[src/rtl/camera_pkg.sv]
// camera_pkg: shared types and constants for the MT9V034 parallel-output emulator.
// Holds the timing FSM state encoding, the test-pattern select codes and the
// LFSR seed/taps used when CAMERA_EMU_LFSR_EN is defined.
package camera_pkg;

  typedef enum logic [2:0] {
    ST_IDLE   = 3'd0,
    ST_LEAD   = 3'd1,
    ST_ACTIVE = 3'd2,
    ST_HBLANK = 3'd3,
    ST_VBLANK = 3'd4
  } state_e;

  localparam logic [1:0] PAT_HRAMP   = 2'd0;  // pixel = column
  localparam logic [1:0] PAT_VRAMP   = 2'd1;  // pixel = line
  localparam logic [1:0] PAT_CHECKER = 2'd2;  // 8x8 checkerboard
  localparam logic [1:0] PAT_ALT     = 2'd3;  // column + frame, or LFSR

  // x^10 + x^7 + 1, Fibonacci form: feedback from bits 9 and 6.
  localparam logic [9:0] LFSR_SEED = 10'h001;
  localparam logic [9:0] LFSR_TAPS = 10'h240;

  function automatic logic [9:0] lfsr_next(input logic [9:0] s);
    return {s[8:0], ^(s & LFSR_TAPS)};
  endfunction

endpackage

[src/rtl/camera_pattern_gen.sv]
// camera_pattern_gen: maps (column, line, frame, pattern) to a 10-bit pixel.
// Latency: combinational pixel; the LFSR state (CAMERA_EMU_LFSR_EN only) is a flop.
// Backpressure: none; the caller decides when a pixel is consumed (adv).
// Ports: c/l/f = column/line/frame count, pattern = latched select, pix = pixel.
//        clk/rst/seed/adv exist only when CAMERA_EMU_LFSR_EN is defined.
module camera_pattern_gen
  import camera_pkg::*;
#(
  parameter int CW = 10,
  parameter int LW = 9
) (
`ifdef CAMERA_EMU_LFSR_EN
  input  logic          clk,
  input  logic          rst,
  input  logic          seed,
  input  logic          adv,
`endif
  input  logic [CW-1:0] c,
  input  logic [LW-1:0] l,
  input  logic [7:0]    f,
  input  logic [1:0]    pattern,
  output logic [9:0]    pix
);

  logic [9:0] c10;
  logic [9:0] l10;
  logic [9:0] alt;

`ifdef CAMERA_EMU_LFSR_EN
  logic [9:0] lfsr_q;
  logic [9:0] lfsr_d;

  // Reseeded at every frame start so each frame carries the same sequence.
  always_comb begin
    lfsr_d = lfsr_q;
    if (seed) begin
      lfsr_d = LFSR_SEED;
    end else if (adv) begin
      lfsr_d = lfsr_next(lfsr_q);
    end
  end

  always_ff @(posedge clk) begin
    if (rst) begin
      lfsr_q <= LFSR_SEED;
    end else begin
      lfsr_q <= lfsr_d;
    end
  end

  assign alt = lfsr_q;
`else
  assign alt = c10 + 10'(f);
`endif

  always_comb begin
    c10 = 10'(c);
    l10 = 10'(l);
    case (pattern)
      PAT_HRAMP:   pix = c10;
      PAT_VRAMP:   pix = l10;
      PAT_CHECKER: pix = (c10[3] ^ l10[3]) ? 10'h3FF : 10'h000;
      default:     pix = alt;
    endcase
  end

endmodule

[src/rtl/camera_sensor_emu.sv]
// camera_sensor_emu: MT9V034-style parallel output generator (FRAME_VALID, LINE_VALID, 10-bit DATA_OUT).
// Latency: all outputs registered; EN in IDLE gives FRAME_VALID on the next cycle.
// Backpressure: none; free-running once started, a frame always completes with its VBLANK.
// Ports: CLK/RST (sync, active high), EN run request, PATTERN select (latched at LEAD),
//        FRAME_VALID, LINE_VALID, DATA_OUT, FRAME_DONE pulse, FRAME_COUNT (wraps).
// Build option: CAMERA_EMU_LFSR_EN turns pattern 3 into a per-frame-reseeded LFSR.
module camera_sensor_emu
  import camera_pkg::*;
#(
  parameter int H       = 752,
  parameter int V       = 480,
  parameter int H_BLANK = 94,
  parameter int V_BLANK = 45
) (
  input  logic       CLK,
  input  logic       RST,
  input  logic       EN,
  input  logic [1:0] PATTERN,
  output logic       FRAME_VALID,
  output logic       LINE_VALID,
  output logic [9:0] DATA_OUT,
  output logic       FRAME_DONE,
  output logic [7:0] FRAME_COUNT
);

  localparam int CW     = (H > 1) ? $clog2(H) : 1;
  localparam int LW     = (V > 1) ? $clog2(V) : 1;
  localparam int VB_CYC = V_BLANK * (H + H_BLANK);
  localparam int BW     = $clog2(VB_CYC);

  localparam logic [CW-1:0] COL_LAST  = CW'(H - 1);
  localparam logic [LW-1:0] LINE_LAST = LW'(V - 1);
  localparam logic [BW-1:0] HB_LAST   = BW'(H_BLANK - 1);
  localparam logic [BW-1:0] VB_LAST   = BW'(VB_CYC - 1);

  state_e        state_q, state_d;
  logic [CW-1:0] col_q,   col_d;
  logic [LW-1:0] line_q,  line_d;
  logic [BW-1:0] bcnt_q,  bcnt_d;   // shared by HBLANK and VBLANK
  logic [7:0]    count_q, count_d;
  logic [1:0]    pat_q,   pat_d;
  logic          fv_q,    fv_d;
  logic          lv_q,    lv_d;
  logic [9:0]    data_q,  data_d;
  logic          done_q,  done_d;
  logic [9:0]    pix;

  always_comb begin
    state_d = state_q;
    col_d   = col_q;
    line_d  = line_q;
    bcnt_d  = bcnt_q;
    count_d = count_q;
    pat_d   = pat_q;
    done_d  = 1'b0;
    case (state_q)
      ST_IDLE: begin
        if (EN) state_d = ST_LEAD;
      end
      ST_LEAD: begin
        state_d = ST_ACTIVE;
        col_d   = '0;
        line_d  = '0;
      end
      ST_ACTIVE: begin
        if (col_q == COL_LAST) begin
          col_d  = '0;
          bcnt_d = '0;
          if (line_q == LINE_LAST) begin
            // Last line skips HBLANK; FV/LV drop together with the done pulse.
            state_d = ST_VBLANK;
            done_d  = 1'b1;
            count_d = count_q + 8'd1;
          end else begin
            state_d = ST_HBLANK;
          end
        end else begin
          col_d = col_q + 1'b1;
        end
      end
      ST_HBLANK: begin
        if (bcnt_q == HB_LAST) begin
          state_d = ST_ACTIVE;
          bcnt_d  = '0;
          line_d  = line_q + 1'b1;
        end else begin
          bcnt_d = bcnt_q + 1'b1;
        end
      end
      ST_VBLANK: begin
        if (bcnt_q == VB_LAST) begin
          bcnt_d  = '0;
          line_d  = '0;
          state_d = EN ? ST_LEAD : ST_IDLE;
        end else begin
          bcnt_d = bcnt_q + 1'b1;
        end
      end
      default: state_d = ST_IDLE;
    endcase

    // LEAD lasts one cycle, so entering it is simply state_d == LEAD.
    if (state_d == ST_LEAD) pat_d = PATTERN;

    // Outputs are registered from the next state so they line up with it.
    fv_d   = (state_d == ST_LEAD) || (state_d == ST_ACTIVE) || (state_d == ST_HBLANK);
    lv_d   = (state_d == ST_ACTIVE);
    data_d = lv_d ? pix : 10'd0;
  end

  // pat_q is already loaded when the first pixel is computed (LEAD precedes ACTIVE).
  camera_pattern_gen #(
    .CW(CW),
    .LW(LW)
  ) u_pattern_gen (
`ifdef CAMERA_EMU_LFSR_EN
    .clk     (CLK),
    .rst     (RST),
    .seed    (state_d == ST_LEAD),
    .adv     (state_d == ST_ACTIVE),
`endif
    .c       (col_d),
    .l       (line_d),
    .f       (count_q),
    .pattern (pat_q),
    .pix     (pix)
  );

  always_ff @(posedge CLK) begin
    if (RST) begin
      state_q <= ST_IDLE;
      col_q   <= '0;
      line_q  <= '0;
      bcnt_q  <= '0;
      count_q <= '0;
      pat_q   <= '0;
      fv_q    <= 1'b0;
      lv_q    <= 1'b0;
      data_q  <= '0;
      done_q  <= 1'b0;
    end else begin
      state_q <= state_d;
      col_q   <= col_d;
      line_q  <= line_d;
      bcnt_q  <= bcnt_d;
      count_q <= count_d;
      pat_q   <= pat_d;
      fv_q    <= fv_d;
      lv_q    <= lv_d;
      data_q  <= data_d;
      done_q  <= done_d;
    end
  end

  assign FRAME_VALID = fv_q;
  assign LINE_VALID  = lv_q;
  assign DATA_OUT    = data_q;
  assign FRAME_DONE  = done_q;
  assign FRAME_COUNT = count_q;

endmodule

[config.mk]
export PLATFORM = sky130hd
export DESIGN_NAME = camera_sensor_emu
export DESIGN_NICKNAME = d
export VERILOG_FILES = /design/src/rtl/camera_pkg.sv /design/src/rtl/camera_pattern_gen.sv /design/src/rtl/camera_sensor_emu.sv
export SDC_FILE = /design/constraint.sdc
export NUM_CORES = 1
export LEC_CHECK = 0
export BUFFER_PORTS_ARGS = -buffer_cell sky130_fd_sc_hd__buf_2
export CAP_MARGIN = 40
export CORE_MARGIN = 2
export CORE_UTILIZATION = 55
export DETAILED_ROUTE_END_ITERATION = 8
export GPL_ROUTABILITY_DRIVEN = 1
export PLACE_DENSITY_LB_ADDON = 0.1
export SETUP_SLACK_MARGIN = 0.02
export SYNTH_ARGS = -nofsm -noshare
export SYNTH_HDL_FRONTEND = slang
export SYNTH_HIERARCHICAL = 1
export SYNTH_SLANG_ARGS = --single-unit
export TNS_END_PERCENT = 5
[constraint.sdc]
create_clock -name CLK -period 3.8 [get_ports CLK]
set_input_delay 0.19 -clock CLK [delete_from_list [all_inputs] [get_ports CLK]]
set_output_delay 0.19 -clock CLK [all_outputs]
set_load 0.02 [all_outputs]
## Word-level counts from Yosys, hierarchy flattened

Index checks and enable logic that the tools add are counted.

- Reduce and logical (&&, ||, !) cells: 9
- Mux-type cells: 19
- Equality and inequality tests: 14
- $add $sub $neg: 5
- Bitwise gates (word level): 4

Operators by type and width:

| kind | count |
|---|---|
| two-way mux 16 bit | 3 |
| one-hot mux 16 bit (3 select lines) | 1 |
| one-hot mux 10 bit (3 select lines) | 1 |
| one-hot mux 9 bit (3 select lines) | 1 |
| two-way mux 10 bit | 2 |
| one-hot mux 10 bit (2 select lines) | 1 |
| two-way mux 9 bit | 2 |
| adder 16 x 1 -> 16 bit, second input constant | 1 |
| == test 16 bit, second input constant | 1 |
| == test 16 x 7 -> 1 bit, second input constant | 1 |
| two-way mux 3 bit | 5 |
| one-hot mux 3 bit (5 select lines) | 1 |
| == test 3 x 2 -> 1 bit, second input constant | 4 |
| adder 10 x 1 -> 10 bit, second input constant | 1 |
| adder 10 x 8 -> 10 bit | 1 |
| == test 10 bit, second input constant | 1 |
| adder 9 x 1 -> 9 bit, second input constant | 1 |
| == test 9 bit, second input constant | 1 |
| adder 8 x 1 -> 8 bit, second input constant | 1 |
| == test 3 x 1 -> 1 bit, second input constant | 2 |
| == test 3 bit, second input constant | 1 |
| zero test 3 bit | 1 |
| inverter 1 bit | 3 |
| AND reduction 3 bit | 1 |
| other kinds (11) | 13 |

- Input port bits: 5
- Register bits: 61

## Logic depth before layout (Yosys ltp)

- Word-level depth: 7
- Mapped depth: 13

## Modules after synthesis

Netlist, hierarchy kept.

Modules (own cells, without submodules):

| module | seq. area each (sq um) | times used | cells an instance | area an instance (sq um) |
|---|---|---|---|---|
| camera_sensor_emu | 1221.2 | 1 | 340 | 3002.9 |
| camera_pattern_gen | 0.0 | 1 | 68 | 591.8 |

## Worst setup path after synthesis

Ideal clock, no wire load.

- Path type: register -> register
- Start: register col_q[0]
- End: register data_q[4] (netlist: DATA_OUT[4])
- Setup slack: 0.701 ns
- Buffers on the path: 0
- Clock period less this slack: 3.099 ns
- Cell stages (with the launch flop): 12
- Data arrival time: 2.984 ns
- Cells stage by stage: dfxtp_1 -> ha_1 -> nand4_1 -> o31ai_2 -> o21ai_0 -> ha_1 -> fa_1 -> nand3_1 -> nand2_1 -> xor2_1 -> mux4_2 -> and2_1

RTL lines:

| item | RTL line | RTL |
|---|---|---|
| from (decl) | camera_sensor_emu.sv:37 | `logic [CW-1:0] col_q, col_d;` |
| from (signal assigned) | camera_sensor_emu.sv:143 | `col_q <= col_d;` |
| adder 10 x 1 -> 10 bit or == test 10 bit (tied branches) | camera_sensor_emu.sv:78, camera_sensor_emu.sv:66 |  |
| two-way mux 10 bit | camera_sensor_emu.sv:66 | `if (col_q == COL_LAST) begin` |
| one-hot mux 10 bit (2 select lines) (*) | camera_sensor_emu.sv:56 | `case (state_q)` |
| via col_d[0] | camera_sensor_emu.sv:37 |  |
| adder 10 x 8 -> 10 bit (*) | camera_pattern_gen.sv:53 | `assign alt = c10 + 10'(f);` |
| one-hot mux 10 bit (3 select lines) (*) | camera_pattern_gen.sv:59 | `case (pattern)` |
| via pix[4] | camera_sensor_emu.sv:46 | `logic [9:0] pix;` |
| to (signal assigned) | camera_sensor_emu.sv:150 | `data_q <= data_d;` |
| to (decl) | camera_sensor_emu.sv:44 | `logic [9:0] data_q, data_d;` |

Mark *: on every way through the listed nets, which the timed path passes. The rest lies on a longest branch.
A chain may end at the register's enable or synchronous reset.

## Worst setup path after layout

Ends and elaborated chain as after synthesis.

==> impl_metrics.json <==
{
  "rsz0062_at_grt": "false",
  "cap_violations": 0,
  "antenna_found_initial": 0,
  "num_vias": 3107,
  "fp-row-count": 29,
  "required_ns": 4.04,
  "cts_root_buf": "clkbuf_8",
  "drive_above_1_share_pct": 15.5,
  "p_total_mw": 1.41,
  "fin_util_pct": 62.8,
  "post_cts_buffers": 0,
  "first_pass_iters": 4,
  "ys_types": 62,
  "yosysSeqAreaShare_pct": 34.0,
  "startpoint_type": "flop",
  "drt_wl_total_um": 8460,
  "avgSynthCellArea_um2": 8.81,
  "path_buf_inv": 0,
  "crit_chain": "ha_1 > nand4_1 > o31ai_4 > o21ai_0 > ha_1 > fa_1 > nand3_1 > nand2_1 > xor2_1 > mux4_2 > and2_1",
  "ant_nets": 0,
  "dp_hpwl_um": 6140,
  "synth_area_um2": 3590,
  "yosysWarnings": 6,
  "ys.flop_type": "dfxtp_1",
  "worstHoldPathType": "in2reg",
  "final_common_cell": "dfxtp_1",
  "clk_latency_ns": 0.35,
  "ys_ff_latch": 61,
  "crit_path_top_delay_cell": "o31ai_4",
  "path_class": "reg2reg",
  "drc_errors": 0,
  "status": "finished, final reports clean",
  "cts_tree": "built",
  "critPathMaxFanout": 10,
  "area_growth_pct": 10.9,
  "worst_slew_pin_slew_ns": 0.634,
  "finClkSkew_ns": 0.0113,
  "peakVddDrop_mv": 0.388,
  "die_w_um": 84.8,
  "hold_viol": 0,
  "synth_edf_count": 0,
  "postSynth.asyncResetShare_pct": 0,
  "globalplace.congestion": 0.881,
  "synthCells": 408,
  "ios": 26,
  "maxSlewHeadroom_pct": 57.7,
  "grt_pass1_wl_um": 14100,
  "drtIter0Drc": 169,
  "yosys.area.top_type_share_pct": 34.0,
  "final_cell_mix": "dfxtp_1, nor2_1, buf_2, and2_1, xor2_1",
  "cp_top_family": "adder cells",
  "cts_buffers": 9,
  "synth_area_leaders": "dfxtp_1, xor2_1, ha_1, and2_1, nor2_1",
  "synth_nets": 427,
  "timing.fmax_ghz": 0.300,
  "clk_pin_slew_ns": 0.07,
  "power_density_nw_per_um2": 353,
  "leakagePower_nw": 1.60,
  "grt_pass1_vias": 2893,
  "crit_path_end_kind": "flop",
  "finalSetupViolCount": 0,
  "core_area_um2": 6350,
  "grt_max_degree": 29,
  "slew_violations": 0,
  "fin_nets": 447,
  "via_per_inst": 6.09,
  "cpPeakStageDelay_ns": 0.46,
  "crit_top_cell": "ha_1",
  "start_util_pct": 56.6,
  "post-route-period-util_pct": 87.6,
  "h-tree-depth": 3,
  "wire_per_inst_um": 16.6,
  "postCtsHoldBufs": 0,
  "cts_buffer_depth": 2,
  "die_y_um": 84.8,
  "tns_ns": 0,
  "synth_top_area_cell": "dfxtp_1",
  "arrival_ns": 3.58,
  "min_period_ns": 3.33,
  "grt_use_total_pct": 24.7,
  "dieArea_um2": 7200,
  "cts.sinks": 61,
  "diodes": 0,
  "port_buffers": 25,
  "overflow": 0
}
==> through the flow <==
step	instances	area [um2]	setup WS (ns)	hold slack, ns
CTS	510	3980	0.324	0.0957
finish	510	3990	0.469	0.0954
detailed placement	494	3750	0.348	0.439
global placement	494	3750	0.455	0.431
floorplan	408	3590	0.701	0.337
global route	510	3990	0.212	0.108
==> worst paths after layout <==
check,startpoint,depth (start not counted),slack (ns),endpoint
max,col_q[0]$_SDFF_PP0_,11,0.47,DATA_OUT[4]$_SDFF_PP0_
min,PATTERN[1],3,0.1,pat_q[1]$_SDFFE_PP0N_
max reg2reg,col_q[0]$_SDFF_PP0_,11,0.47,DATA_OUT[4]$_SDFF_PP0_
min reg2reg,line_q[8]$_SDFF_PP0_,1,0.52,line_q[8]$_SDFF_PP0_
==> sequential cells by signal, summed over array words and instances, names as in the netlist <==
name	count
DATA_OUT	10
FRAME_COUNT	8
FRAME_DONE	1
FRAME_VALID	1
LINE_VALID	1
bcnt_q	16
col_q	10
line_q	9
pat_q	2
state_q	3
==> synth_stat cells, drive strengths merged, types with 8 or more instances <==
master / number
nand3: 10
nand4: 13
a31oi: 13
xnor2: 8
and3: 8
o21ai: 19
nor2: 40
dfxtp: 61
nor3: 10
nand2: 21
ha: 13
xor2: 22
and2: 24
nor4: 8
a21oi: 19
clkbuf: 14
==> what timing repair did <==
item,CTS,global route
endpoints found under the setup margin,0,1
endpoints found under the hold margin,0,0
resized for setup,0,1
==> power breakdown <==
| group | internal [mW] | leakage, nW | switching (mW) |
|---|---|---|---|
| combinational | 0.0299 | 0.989 | 0.0510 |
| sequential | 0.646 | 0.492 | 0.0135 |
| clock | 0.403 | 0.116 | 0.263 |
| total | 1.08 | 1.60 | 0.328 |
==> cell families (layout without fill, tap and decap cells) <==
logic type / after synthesis / after routing / share of synthesized area (%)
AO/OA/AOI/OAI: 96 / 96 / 18.1
XOR/XNOR: 30 / 30 / 7.31
adder cells (fa/ha/maj): 14 / 14 / 5.08
buffers and inverters: 28 / 53 / 3.52
flip-flops: 61 / 61 / 34.0
multiplexers: 12 / 12 / 5.08
AND/OR/NAND/NOR: 167 / 167 / 26.9
==> worst reg2reg max path: stages, from the launching register on <==
cell	delay, ns
dfxtp_1	0.38
ha_1	0.26
nand4_1	0.26
o31ai_4	0.46
o21ai_0	0.21
ha_1	0.29
fa_1	0.42
nand3_1	0.13
nand2_1	0.09
xor2_1	0.14
mux4_2	0.45
and2_1	0.14
==> final cells by class <==
| cell class | instances | area [um2] |
|---|---|---|
| Inverter | 7 | 26.3 |
| Clock inverter | 4 | 70.1 |
| Multi-Input combinational cell | 319 | 2260 |
| Timing Repair Buffer | 30 | 163 |
| Sequential cell | 61 | 1220 |
| Fill cell | 543 | 2360 |
| Tap cell | 77 | 96.3 |
| Clock buffer | 12 | 155 |
==> routing by layer <==
| metal | part of all wire [%] | wire length, um | up-vias | global-route usage, % |
|---|---|---|---|---|
| li1 | - | - | 1556 | - |
| met1 | 46 | 3880 | 1440 | 31.9 |
| met2 | 46 | 3930 | 91 | 39.2 |
| met3 | 4.5 | 384 | 20 | 5.84 |
| met4 | 3.2 | 268 | 0 | 11.7 |
| met5 | 0 | 0 | - | 0 |
Note: power is estimated with default switching activity, not from simulation.
